### config.mk
export PLATFORM = sky130hd
export DESIGN_NAME = aes_lite_dec
export DESIGN_NICKNAME = d
export VERILOG_FILES = /design/src/rtl/aes_lite_pkg.sv /design/src/rtl/aes_lite_inv_sbox4.sv /design/src/rtl/aes_lite_dec.sv
export SDC_FILE = /design/constraint.sdc
export NUM_CORES = 1
export LEC_CHECK = 0
export BUFFER_PORTS_ARGS = -buffer_cell sky130_fd_sc_hd__buf_4
export CAP_MARGIN = 40
export CORE_AREA = 5 5 67 75
export DETAILED_ROUTE_END_ITERATION = 8
export DIE_AREA = 0 0 72 80
export GPL_TIMING_DRIVEN = 0
export PLACE_DENSITY_LB_ADDON = 0.12
export SYNTH_ARGS = -nofsm -noshare
export SYNTH_HDL_FRONTEND = slang
export SYNTH_SLANG_ARGS = --single-unit
export TNS_END_PERCENT = 1
### constraint.sdc
create_clock -name clk -period 3.7 [get_ports clk]
set_clock_uncertainty 0.2 [all_clocks]
set_input_delay 0.37 -clock clk [delete_from_list [all_inputs] [get_ports clk]]
set_output_delay 0.37 -clock clk [all_outputs]
set_load 0.005 [all_outputs]
### src/rtl/aes_lite_pkg.sv
// Shared definitions for the 8-bit lite cipher: round count, S-box tables,
// round-key schedule and controller state encodings.
package aes_lite_pkg;

  localparam int DEF_NUM_ROUNDS = 4;

  // Nibble tables packed low-index-first: entry i lives at bits [4*i +: 4].
  localparam logic [63:0] SBOX     = 64'h21748FE3DA09B65C;
  localparam logic [63:0] INV_SBOX = 64'hA970364BD21C8FE5;

  typedef logic [1:0] state_t;
  localparam state_t ST_IDLE  = 2'd0;
  localparam state_t ST_ROUND = 2'd1;
  localparam state_t ST_FINAL = 2'd2;
  localparam state_t ST_DONE  = 2'd3;

  function automatic logic [3:0] sbox4(input logic [3:0] din);
    return SBOX[{din, 2'b00} +: 4];
  endfunction

  function automatic logic [3:0] inv_sbox4(input logic [3:0] din);
    return INV_SBOX[{din, 2'b00} +: 4];
  endfunction

  // Kr = rotl(key, r mod 8) ^ {4'h0, r}; r = 0 yields the raw key.
  function automatic logic [7:0] round_key(input logic [7:0] key, input logic [3:0] r);
    logic [15:0] dbl;
    dbl = {key, key} << r[2:0];
    return dbl[15:8] ^ {4'h0, r};
  endfunction

endpackage

### src/rtl/aes_lite_inv_sbox4.sv
// 4-bit combinational inverse S-box of the lite cipher.
module aes_lite_inv_sbox4
  import aes_lite_pkg::*;
(
  input  logic [3:0] din,
  output logic [3:0] dout
);

  assign dout = inv_sbox4(din);

endmodule

### src/rtl/aes_lite_dec.sv
// Iterative decryptor for the 8-bit lite cipher: one round per clock,
// followed by a final key whitening step.
module aes_lite_dec
  import aes_lite_pkg::*;
#(
  parameter int NUM_ROUNDS = DEF_NUM_ROUNDS
) (
  input  logic       clk,
  input  logic       rst_n,
  input  logic       start,
  input  logic [7:0] cipher_in,
  input  logic [7:0] key_in,
  output logic [7:0] plain_out,
  output logic       busy,
  output logic       done
);

  state_t      state;
  logic [3:0]  rnd;
  logic [7:0]  s;
  logic [7:0]  key_r;
  logic [7:0]  rk;
  logic [7:0]  mixed;
  logic [7:0]  rotated;
  logic [7:0]  s_next;

  // Round r inverse: s = INV_SBOX(rotr1(s ^ Kr)).
  always_comb begin
    rk      = round_key(key_r, rnd);
    mixed   = s ^ rk;
    rotated = {mixed[0], mixed[7:1]};
  end

  aes_lite_inv_sbox4 u_inv_hi (
    .din  (rotated[7:4]),
    .dout (s_next[7:4])
  );

  aes_lite_inv_sbox4 u_inv_lo (
    .din  (rotated[3:0]),
    .dout (s_next[3:0])
  );

  // Working state is kept apart from plain_out so an aborted run never leaks.
  always_ff @(posedge clk or negedge rst_n) begin
    if (!rst_n) begin
      state     <= ST_IDLE;
      rnd       <= '0;
      s         <= '0;
      key_r     <= '0;
      plain_out <= '0;
      busy      <= 1'b0;
      done      <= 1'b0;
    end else begin
      case (state)
        ST_IDLE, ST_DONE: begin
          if (start) begin
            s     <= cipher_in;
            key_r <= key_in;
            rnd   <= 4'(NUM_ROUNDS);
            busy  <= 1'b1;
            done  <= 1'b0;
            state <= ST_ROUND;
          end
        end
        ST_ROUND: begin
          s   <= s_next;
          rnd <= rnd - 4'd1;
          if (rnd == 4'd1) state <= ST_FINAL;
        end
        ST_FINAL: begin
          plain_out <= s ^ key_r;
          done      <= 1'b1;
          busy      <= 1'b0;
          state     <= ST_DONE;
        end
        default: state <= ST_IDLE;
      endcase
    end
  end

endmodule

==> summary.md <==
| Metric | Value |
|---|---|
| Via count | 1,761 |
| Crit path cell chain | buf_6 -> buf_12 -> mux2_4 -> mux4_2 -> xor2_2 -> ha_1 -> nor3_1 -> o21a_1 -> o21ai_1 |
| Global-route wire length before repair | 8350 um |
| Post-Place Cells | 306 |
| Area growth syn-to-layout | 17.2% |
| GR peak layer | met2 |
| CTS clk-pin slew, worst paths | 0.07 ns |
| Post-synth EDFFs | 0 |
| Ant diodes | 0 |
| CP delay by family, top | multiplexers |
| Number of buffers added on ports | 28 |
| Hold Path Origin | key_in[3] |
| DRT Wirelength | 4900 um |
| Main flop type after synthesis | dfrtp_1 |
| RR Startpoint | rnd[0]$_DFFE_PN0P_ |
| DRC viols | 0 |
| Nets | 286 |
| Mapped Cells | 224 |
| Sequential share of the synthesized area | 0.364 |
| Initial core utilization | 0.525 |
| Share of layout cells above drive strength 1 | 0.249 |
| Syn Nets | 250 |
| Worst R2R Path Depth | 9 |
| Final ANT Viol Nets | 0 |
| Worst-Skew Late Latency | 0.28 ns |
| Total negative slack | 0 ns |
| Iter 0 DRT Violations | 138 |
| Met3 Usage GRT | 0.0441 |
| CP max stage delay | 0.50 ns |
| CP arrival | 2.81 ns |
| Vias in the first global route | 1,770 |
| Post-place instance area | 2480 um^2 |
| Wirelength per Cell | 15.5 um |
| Setup CP Type | reg -> reg |
| DR vias/cell | 5.59 |
| DRT Pass-1 Iters | 4 |
| Worst hold path class | in -> reg |
| Design area | 2580 um^2 |
| Crit Reg-Reg Endpoint | s[2]$_DFFE_PN0P_ |
| CP max-delay cell | mux4_2 |
| Postcts setup bufs | 0 |
| Ys async rst share | 1.00 |
| Tmin final | 2.85 ns |
| RSZ-0062 raised after global routing | false |
| Outcome | finished, final reports clean |
| CTS tree | done |
| Antenna violations before repair | 0 |
| Max-cap violations | 0 |
| Total I/O pin count | 29 |
| Final hold viol count | 0 |
| Grt total ovfl | 0 |
| Non-filler cells, final | 315 |
| Syn_area_per_cell | 9.83 um^2 |
| Fmax | 0.351 GHz |
| Synth warnings | 0 |
| Clock Path Buffers | 2 |
| Post-synth cell types | 38 |
| # clock sinks | 32 |
| Rel. slew slack | 0.451 |
| H-tree Lvls | 2 |
| Hold path depth | 2 |
| Mapped cell area | 2200 um^2 |
| Largest net degree at the start of global routing | 33 |
| Max Transition Viols Final | 0 |
| Die Height | 80 um |
| Worst EP required | 3.66 ns |
| Rows | 25 |
| Setup violators final | 0 |
| CP Capture Type | register |
| Top cells by area, synth | dfrtp_1 36%, mux4_2 7.2%, xnor2_1 6.0% |
| GRT met2 Usage | 0.305 |
| Final cycle utilization of the critical path | 0.769 |
| CP Launch Type | register |
| Bufs and invs on worst path | 2 |
| Area of the core | 4190 um^2 |
| Slew @ Worst Pin | 0.817 ns |
| Resized Gates After CTS | 0 |
| Die W | 72 um |
| Die area | 5760 um^2 |
| Post-DP HPWL | 3670 um |
| Met1 Use GR | 0.244 |
| Num CTS Buffers | 5 |
| Top cell type's share of synthesized area | 0.364 |
| Max FO, Critical Path | 10 |
| Reg2reg setup slack | 0.85 ns |
| GP Congestion | 0.873 |
| GRT Total Usage | 0.190 |
| Yosys reg bits | 32 |
| CTS root buf | clkbuf_8 |
| Post-synth top area cell | dfrtp_1 |
| Hold Path End | key_r[3]$_DFFE_PN0P_ |
## routing by layer
| metal | wire length, um | vias to the layer above |
|---|---|---|
| met3 | 249 | 11 |
| met5 | 0 | - |
| li1 | - | 856 |
| met1 | 2180 | 853 |
| met2 | 2350 | 41 |
| met4 | 125 | 0 |
## cells in the final DEF (no fill, tap or decap), types with 2 or more instances in the layout
cell      instances
o21ai_0          13
inv_1             7
a21oi_1          21
nor2_1           25
clkbuf_1          9
clkbuf_8          6
xnor2_1          15
nand2_1          10
nand3b_1          3
mux2i_1           9
mux2_2            9
ha_1              7
o21ai_1          12
nor3_1            2
nor3b_1           7
buf_4            29
xor2_1            2
nor2b_1           2
o21a_1            2
dfrtp_1          32
buf_2             3
a221oi_1          2
xor2_2            3
mux4_2            7
xnor2_2           2
nand3_1           7
o311ai_1          2
## final cells by class
type	instances	area [um^2]
repair buffers	29	220
fillers	400	1610
plain buffers	13	80.1
flip-flops and latches	32	801
inverters	8	30.0
well taps	54	67.6
multi-input cells	171	1290
clock buffers	8	90.1
## metrics by stage
stage / hold WS [ns] / util / setup slack [ns]
floorplan: -0.126 / - / 1.04
global placement: 0.131 / 0.592 / 0.864
detailed placement: 0.129 / 0.592 / 0.851
CTS: 0.117 / 0.616 / 0.831
global route: 0.112 / 0.616 / 0.619
finish: 0.119 / 0.616 / 0.853
## synthesized netlist by cell type, drive strengths merged (6+ instances only)
master and number:
clkbuf 7, a21oi 21, nor2 25, xnor2 17
ha 7, mux2i 9, dfrtp 32, mux2 11
nand2 10, buf 6, o21ai 25, inv 8
nand3 7, mux4 7, nor3b 7
## registers in the layout, indices dropped and copies added, names as in the netlist
name / count
key_r: 8
plain_out: 8
s: 8
rnd: 4
state: 2
busy: 1
done: 1
## worst max path at each step
stage | to | cells after the start | start
final | s[2]$_DFFE_PN0P_ | 9 | rnd[0]$_DFFE_PN0P_
after global routing | s[4]$_DFFE_PN0P_ | 10 | rnd[2]$_DFFE_PN0P_
after CTS | s[4]$_DFFE_PN0P_ | 10 | rnd[2]$_DFFE_PN0P_
after detailed placement | s[4]$_DFFE_PN0P_ | 10 | rnd[2]$_DFFE_PN0P_
after global placement | s[4]$_DFFE_PN0P_ | 10 | rnd[2]$_DFFE_PN0P_
after floorplan | s[2]$_DFFE_PN0P_ | 9 | rnd[0]$_DFFE_PN0P_
## kinds of logic (layout without fill, tap and decap cells)
logic type	count (synthesis)	in the layout	synth area share
flip-flops	32	32	0.364
AO/OA/AOI/OAI	55	55	0.138
adder cells (fa/ha/maj)	7	7	0.0398
AND/OR/NAND/NOR	60	60	0.134
buffers and inverters	21	58	0.0500
multiplexers	27	27	0.170
XOR/XNOR	22	22	0.105
## timing repair
action | in CTS | in global routing
hold endpoints to repair | 32 | 0
hold buffers | 1 | 0
endpoints found under the setup margin | 0 | 0
## worst register-to-register path, delay by kind of cell, from the launching register on
family | cells | cell delay, ns
flip-flops | 1 | 0.40
XOR/XNOR | 1 | 0.33
buffers and inverters | 2 | 0.29
multiplexers | 2 | 0.79
AO/OA/AOI/OAI | 2 | 0.20
adder cells (fa/ha/maj) | 1 | 0.33
AND/OR/NAND/NOR | 1 | 0.19
Power is not shown: default switching activity piles up to over one toggle a cycle in this logic, so the estimate is an artifact.
